### config.mk
export PLATFORM = sky130hd
export DESIGN_NAME = membus_arbiter_flat
export DESIGN_NICKNAME = d
export VERILOG_FILES = /design/src/rtl/membus_arbiter_pkg.sv /design/src/rtl/membus_arbiter_if.sv /design/src/rtl/membus_arbiter_bounded_counter.sv /design/src/rtl/membus_arbiter.sv /design/src/flat_wrapper.sv
export SDC_FILE = /design/constraint.sdc
export NUM_CORES = 1
export LEC_CHECK = 0
export CAP_MARGIN = 20
export CELL_PAD_IN_SITES_DETAIL_PLACEMENT = 1
export CELL_PAD_IN_SITES_GLOBAL_PLACEMENT = 1
export CORE_UTILIZATION = 32
export DETAILED_ROUTE_END_ITERATION = 12
export GPL_TIMING_DRIVEN = 0
export PLACE_DENSITY = 0.8
export SETUP_SLACK_MARGIN = 0.1
export SLEW_MARGIN = 40
export SYNTH_ARGS = -nofsm -noshare
export SYNTH_HDL_FRONTEND = slang
export SYNTH_SLANG_ARGS = --single-unit
### constraint.sdc
create_clock -name clk -period 1.9 [get_ports clk]
set_input_delay 0.38 -clock clk [delete_from_list [all_inputs] [get_ports clk]]
set_output_delay 0.38 -clock clk [all_outputs]
set_load 0.02 [all_outputs]
### src/rtl/membus_arbiter_pkg.sv
// Shared encodings for the CPU/DMA memory-bus arbiter: FSM states and bus-owner values.
package membus_arbiter_pkg;

   typedef enum logic [1:0] {
      CPU     = 2'd0,
      HOLD    = 2'd1,
      DMA     = 2'd2,
      RECOVER = 2'd3
   } arb_state_e;

   localparam logic OWNER_CPU = 1'b0;
   localparam logic OWNER_DMA = 1'b1;

   // Pipeline stages 0/1 stay frozen while a DMA request waits or is served.
   function automatic logic holds_pipeline(input arb_state_e st);
      return (st == HOLD) || (st == DMA);
   endfunction

endpackage

### src/rtl/membus_arbiter_if.sv
// Request/grant signals between the CPU pipeline, the DMA master and the bus arbiter.
interface membus_arbiter_if #(
   parameter int CNT_W = 5
);
   logic             cpu_bus_req;
   logic             cpu_fetch;
   logic             dma_req;
   logic             dma_last;
   logic             cpu_hold;
   logic             dma_grant;
   logic             bus_owner;
   logic [CNT_W-1:0] burst_count;
   logic             dma_preempted;

   modport master (
      output cpu_bus_req, cpu_fetch, dma_req, dma_last,
      input  cpu_hold, dma_grant, bus_owner, burst_count, dma_preempted
   );

   modport slave (
      input  cpu_bus_req, cpu_fetch, dma_req, dma_last,
      output cpu_hold, dma_grant, bus_owner, burst_count, dma_preempted
   );
endinterface

### src/rtl/membus_arbiter_bounded_counter.sv
// Saturating up/down counter with synchronous clear and load; priority clr > load > inc > dec.
module bounded_counter #(
   parameter int W   = 4,
   parameter int MAX = 15
) (
   input  logic         clk,
   input  logic         reset,
   input  logic         clr,
   input  logic         load,
   input  logic [W-1:0] load_val,
   input  logic         inc,
   input  logic         dec,
   output logic [W-1:0] count
);

   // Counter register: holds at MAX on increment and at zero on decrement.
   always_ff @(posedge clk) begin
      if (reset) begin
         count <= {W{1'b0}};
      end else if (clr) begin
         count <= {W{1'b0}};
      end else if (load) begin
         count <= load_val;
      end else if (inc && (count != W'(MAX))) begin
         count <= count + W'(1'b1);
      end else if (dec && (count != {W{1'b0}})) begin
         count <= count - W'(1'b1);
      end else begin
         count <= count;
      end
   end

endmodule

### src/rtl/membus_arbiter.sv
// Arbitrates the address/memory bus between the CPU pipeline (default owner) and one DMA master,
// with a bounded DMA burst followed by a guaranteed CPU-owned recovery window.
module membus_arbiter
   import membus_arbiter_pkg::*;
#(
   parameter int MAX_BURST = 16,
   parameter int CPU_MIN   = 4,
   parameter int CNT_W     = $clog2(MAX_BURST + 1)
) (
   input logic             clk,
   input logic             reset,
   membus_arbiter_if.slave bus
);

   localparam int WIN_W = $clog2(CPU_MIN + 1);

   arb_state_e       state_r;
   arb_state_e       next_state_s;
   logic             dma_exit_s;
   logic             preempt_end_s;
   logic             at_limit_s;
   logic             burst_clr_s;
   logic             burst_inc_s;
   logic             win_load_s;
   logic             win_dec_s;
   logic [CNT_W-1:0] burst_count_s;
   logic [WIN_W-1:0] win_count_s;
   logic             cpu_hold_r;
   logic             dma_grant_r;
   logic             bus_owner_r;
   logic             dma_preempted_r;
   logic             unused_fetch_s;

   // Fetch activity is informational only; it never delays a DMA request.
   assign unused_fetch_s = bus.cpu_fetch;

   assign at_limit_s = (burst_count_s == CNT_W'(MAX_BURST - 1));

   // Next-state logic and DMA exit classification.
   always_comb begin
      next_state_s  = state_r;
      dma_exit_s    = 1'b0;
      preempt_end_s = 1'b0;
      case (state_r)
         CPU: begin
            if (bus.dma_req) begin
               next_state_s = HOLD;
            end else begin
               next_state_s = CPU;
            end
         end
         HOLD: begin
            if (!bus.dma_req) begin
               next_state_s = CPU;
            end else if (!bus.cpu_bus_req) begin
               next_state_s = DMA;
            end else begin
               next_state_s = HOLD;
            end
         end
         DMA: begin
            // dma_last wins over the burst limit, so a coincident end is not a preemption.
            if (!bus.dma_req) begin
               dma_exit_s = 1'b1;
            end else if (bus.dma_last) begin
               dma_exit_s = 1'b1;
            end else if (at_limit_s) begin
               dma_exit_s    = 1'b1;
               preempt_end_s = 1'b1;
            end else begin
               dma_exit_s = 1'b0;
            end
            if (dma_exit_s) begin
               next_state_s = RECOVER;
            end else begin
               next_state_s = DMA;
            end
         end
         RECOVER: begin
            if (win_count_s == {WIN_W{1'b0}}) begin
               next_state_s = CPU;
            end else begin
               next_state_s = RECOVER;
            end
         end
         default: begin
            next_state_s = CPU;
         end
      endcase
   end

   // Counter controls: the final transfer's count is visible in the first recovery cycle, then cleared.
   always_comb begin
      burst_clr_s = (state_r == RECOVER);
      burst_inc_s = (state_r == DMA) && bus.dma_req;
      win_load_s  = (state_r == DMA) && dma_exit_s;
      win_dec_s   = (state_r == RECOVER);
   end

   bounded_counter #(
      .W   (CNT_W),
      .MAX (MAX_BURST)
   ) u_burst_cnt (
      .clk      (clk),
      .reset    (reset),
      .clr      (burst_clr_s),
      .load     (1'b0),
      .load_val ({CNT_W{1'b0}}),
      .inc      (burst_inc_s),
      .dec      (1'b0),
      .count    (burst_count_s)
   );

   bounded_counter #(
      .W   (WIN_W),
      .MAX (CPU_MIN)
   ) u_win_cnt (
      .clk      (clk),
      .reset    (reset),
      .clr      (1'b0),
      .load     (win_load_s),
      .load_val (WIN_W'(CPU_MIN - 1)),
      .inc      (1'b0),
      .dec      (win_dec_s),
      .count    (win_count_s)
   );

   // State register with outputs registered from the next state, so they track state_r exactly.
   always_ff @(posedge clk) begin
      if (reset) begin
         state_r         <= CPU;
         cpu_hold_r      <= 1'b0;
         dma_grant_r     <= 1'b0;
         bus_owner_r     <= OWNER_CPU;
         dma_preempted_r <= 1'b0;
      end else begin
         state_r         <= next_state_s;
         cpu_hold_r      <= holds_pipeline(next_state_s);
         dma_grant_r     <= (next_state_s == DMA);
         bus_owner_r     <= (next_state_s == DMA) ? OWNER_DMA : OWNER_CPU;
         dma_preempted_r <= preempt_end_s;
      end
   end

   assign bus.cpu_hold      = cpu_hold_r;
   assign bus.dma_grant     = dma_grant_r;
   assign bus.bus_owner     = bus_owner_r;
   assign bus.burst_count   = burst_count_s;
   assign bus.dma_preempted = dma_preempted_r;

endmodule
### src/flat_wrapper.sv
// flat-port wrapper written by rule: the top's interface ports become plain ports
module membus_arbiter_flat import membus_arbiter_pkg::*;
#(
   parameter int MAX_BURST = 16,
   parameter int CPU_MIN   = 4,
   parameter int CNT_W     = $clog2(MAX_BURST + 1)
)
  (clk, reset, bus_cpu_bus_req, bus_cpu_fetch, bus_dma_req, bus_dma_last, bus_cpu_hold, bus_dma_grant, bus_bus_owner, bus_burst_count, bus_dma_preempted);
  membus_arbiter_if #(.CNT_W(CNT_W)) bus_i ();
  input logic clk;
  input logic reset;
  input wire logic [$bits(bus_i.cpu_bus_req)-1:0] bus_cpu_bus_req;
  input wire logic [$bits(bus_i.cpu_fetch)-1:0] bus_cpu_fetch;
  input wire logic [$bits(bus_i.dma_req)-1:0] bus_dma_req;
  input wire logic [$bits(bus_i.dma_last)-1:0] bus_dma_last;
  output wire logic [$bits(bus_i.cpu_hold)-1:0] bus_cpu_hold;
  output wire logic [$bits(bus_i.dma_grant)-1:0] bus_dma_grant;
  output wire logic [$bits(bus_i.bus_owner)-1:0] bus_bus_owner;
  output wire logic [$bits(bus_i.burst_count)-1:0] bus_burst_count;
  output wire logic [$bits(bus_i.dma_preempted)-1:0] bus_dma_preempted;
  assign bus_i.cpu_bus_req = bus_cpu_bus_req;
  assign bus_i.cpu_fetch = bus_cpu_fetch;
  assign bus_i.dma_req = bus_dma_req;
  assign bus_i.dma_last = bus_dma_last;
  assign bus_cpu_hold = bus_i.cpu_hold;
  assign bus_dma_grant = bus_i.dma_grant;
  assign bus_bus_owner = bus_i.bus_owner;
  assign bus_burst_count = bus_i.burst_count;
  assign bus_dma_preempted = bus_i.dma_preempted;
  membus_arbiter #(.MAX_BURST(MAX_BURST), .CPU_MIN(CPU_MIN), .CNT_W(CNT_W)) u_core (.clk(clk), .reset(reset), .bus(bus_i));
endmodule
==> flow_summary.toml <==
[synth]
synth.most_common_cell = "dfxtp_1"
synthTopCellsByCount = "13 x dfxtp_1, 8 x inv_1, 6 x ha_1"
syn_area_um2 = 685.7
async_flop_share = 0
synth-warning-count = 0
ys_ff_latch = 13
synth_top_area_share = 0.3796
yosys-top-cells-area = "dfxtp_1 38%, ha_1 11%, inv_1 4.4%"
synth_nets = 89
ys_types = 29
synth-edff-count = 0
avgSynthCellArea_um2 = 8.905
synth_top_area_cell = "dfxtp_1"
synth_cells = 77
ys.flop_type = "dfxtp_1"
ys_seq_area_frac = 0.3796

[die]
ios = 15
initial_core_util = 0.3460
die_area_um2 = 2332
coreArea_um2 = 1982
die_x_um = 48.29
rows = 16
die_y_um = 48.29

[sta]
tns_ns = -0.1019
min_period_ns = 1.989
slew_violations = 0
rsz0062_at_grt = "true"
slew-limit-headroom = 0.7364
hold_viol = 0
holdWs_ns = 0.4733
layout_setup_ws_ns = -0.08881
worstMarginPinSlew_ns = 0.3955
setup_viol = 2
period_share = 1.047
finClkSkew_ns = 0.003441
fmax_ghz = 0.5028

[pwr]
seq_power_share = 0.537
p_sw_mw = 0.1372
combPwrFrac = 0.128
p_clk_frac = 0.335
internal_power_mw = 0.3895
leakagePower_nw = 0.3499
peakVddDrop_uv = 303.9
power_density_nw_per_um2 = 571.9
swShare = 0.2604

[global_route]
grtUsageTotal = 0.1609
grt_max_degree = 11
grt_pass1_wl_um = 2546
antenna_found_initial = 0
grt_pass1_vias = 547
overflow = 0

[min_path]
hold_start = "reset"
min_path_type = "in2reg"
hold_path_depth = 2
min_to = "u_core.bus.cpu_hold"

[critical_path]
end_kind = "register"
worst-path-buf-inv = 0
cp-start-kind = "register"
path_depth = 7
r2r_start = "u_core.u_burst_cnt.count[1]"
crit_fanout = 4
cp_common_cell = "ha_4"
critPathLaunch = "u_core.u_burst_cnt.count[1]"
slowest_delay_ns = 0.39
path_cells = "ha_4, and3_4, ha_4, or3b_4, a222oi_1, ha_1, nor2_1"
rr_worst_depth = 7
arrival_ns = 2.21
regToRegSetupSlack_ns = -0.09
path_class = "reg2reg"
reg2reg_to = "u_core.bus.cpu_hold"
crit_family = "simple AND/OR/NAND/NOR gates"
cp_data_required_time_ns = 2.12
cpMaxStageDelayCell = "or3b_4"

[final_layout]
areaGrowthSynthToFinish_pct = 34.31
finalNetCount = 108
stdcell_count = 122
final_core_util = 0.4646
num_antenna_cells = 0
layout-drive-gt1-share = 0.1684

[route]
wl_per_cell_um = 13.47
drtPass1Iterations = 4
vias = 623
drt_iter0_markers = 14
drc_errors = 0
vias_per_cell = 5.107
wl_um = 1643
antenna_left = 0

[clock_tree]
cts_tree = "yes"
cts.sinks = 13
h-tree-depth = 1
cts_buffers = 3
postCtsHoldBufs = 0
cts.reportedPaths.clkPinSlew_ns = 0.09
cts_buffer_depth = 2
clk_latency_ns = 0.27
root_buffer = "clkbuf_4"

[placed_design]
dp_cells = 116
port_buffers = 12
place_hpwl_um = 1256
place_congestion = 0.8144

[status]
run_status = "finished with violations"
violations = "setup timing"

[run]
drv_cap = 0
## layer usage
layer,GRT usage,routed length (µm)
met4,0.06667,0
met5,0,0
met3,0.02222,47
met1,0.2309,802
met2,0.2400,793
## per-stage QoR
step / setup WS, ns / area [µm²] / power [mW]
3_3_place_gp: -0.2326 / 879.6 / 0.3538
2_1_floorplan: -0.001658 / 725.7 / 0.3282
5_1_grt: -0.2028 / 920.9 / 0.5562
6_report: -0.08881 / 920.9 / 0.5267
4_1_cts: -0.1092 / 905.9 / 0.5341
3_5_place_dp: -0.2323 / 879.6 / 0.3550
## timing repair
item | 4_1_cts | 5_1_grt
resized for setup | 0 | 0
setup buffers | 0 | 2
endpoints found under the setup margin | 2 | 3
pin swaps | 0 | 0
## power by group through the flow
stage | clock (mW) | combinational, mW | sequential (mW)
after floorplan | 0 | 0.0357 | 0.293
after global placement | 0 | 0.0649 | 0.289
after detailed placement | 0 | 0.0658 | 0.289
after CTS | 0.185 | 0.0664 | 0.283
after global routing | 0.198 | 0.0751 | 0.283
final | 0.177 | 0.0674 | 0.283
## final cells by class
type / count / area (µm²)
sequential: 13 / 267.8
timing repair buffer: 14 / 135.1
inverter: 8 / 30.03
fill: 234 / 1061
buffer: 3 / 16.27
clock buffer: 4 / 26.28
tap: 27 / 33.78
multi-input combinational: 53 / 411.6
## kinds of logic after synthesis
| group | after synthesis | share of synthesized area |
|---|---|---|
| compound gates | 16 | 0.1478 |
| mux | 2 | 0.03102 |
| flops | 13 | 0.3796 |
| simple gates | 29 | 0.2646 |
| fa+ha+maj | 6 | 0.1095 |
| buf+inv | 11 | 0.06751 |
## cells in the final DEF (no fill, tap or decap), drive strengths merged
cell type / n
inv: 8
nand3b: 1
or3b: 1
a21oi: 5
a31oi: 2
nand2: 5
and4bb: 1
a311o: 1
or3: 2
mux2: 1
nand2b: 2
nor2b: 4
clkdlybuf4s50: 12
ha: 6
nor2: 4
and2: 1
a221oi: 1
clkbuf: 5
nor4b: 1
a211oi: 2
or4: 1
nor4: 1
mux2i: 1
dfxtp: 13
buf: 4
o21ai: 4
nand3: 3
and3: 2
a222oi: 1
## registers in the layout (all words and copies together) (netlist names)
| name | flops |
|---|---|
| u_core.state_r | 2 |
| u_core.bus.cpu_hold | 1 |
| u_core.bus.dma_preempted | 1 |
| u_core.bus.bus_owner | 1 |
| u_core.u_burst_cnt.count | 5 |
| u_core.u_win_cnt.count | 3 |
## worst max-delay path by stage
stage                           to
2_1_floorplan  u_core.bus.cpu_hold
3_3_place_gp   u_core.bus.cpu_hold
3_5_place_dp   u_core.bus.cpu_hold
4_1_cts        u_core.bus.cpu_hold
5_1_grt        u_core.bus.cpu_hold
6_report       u_core.bus.cpu_hold
No activity file was read; power rests on OpenSTA's default activity.
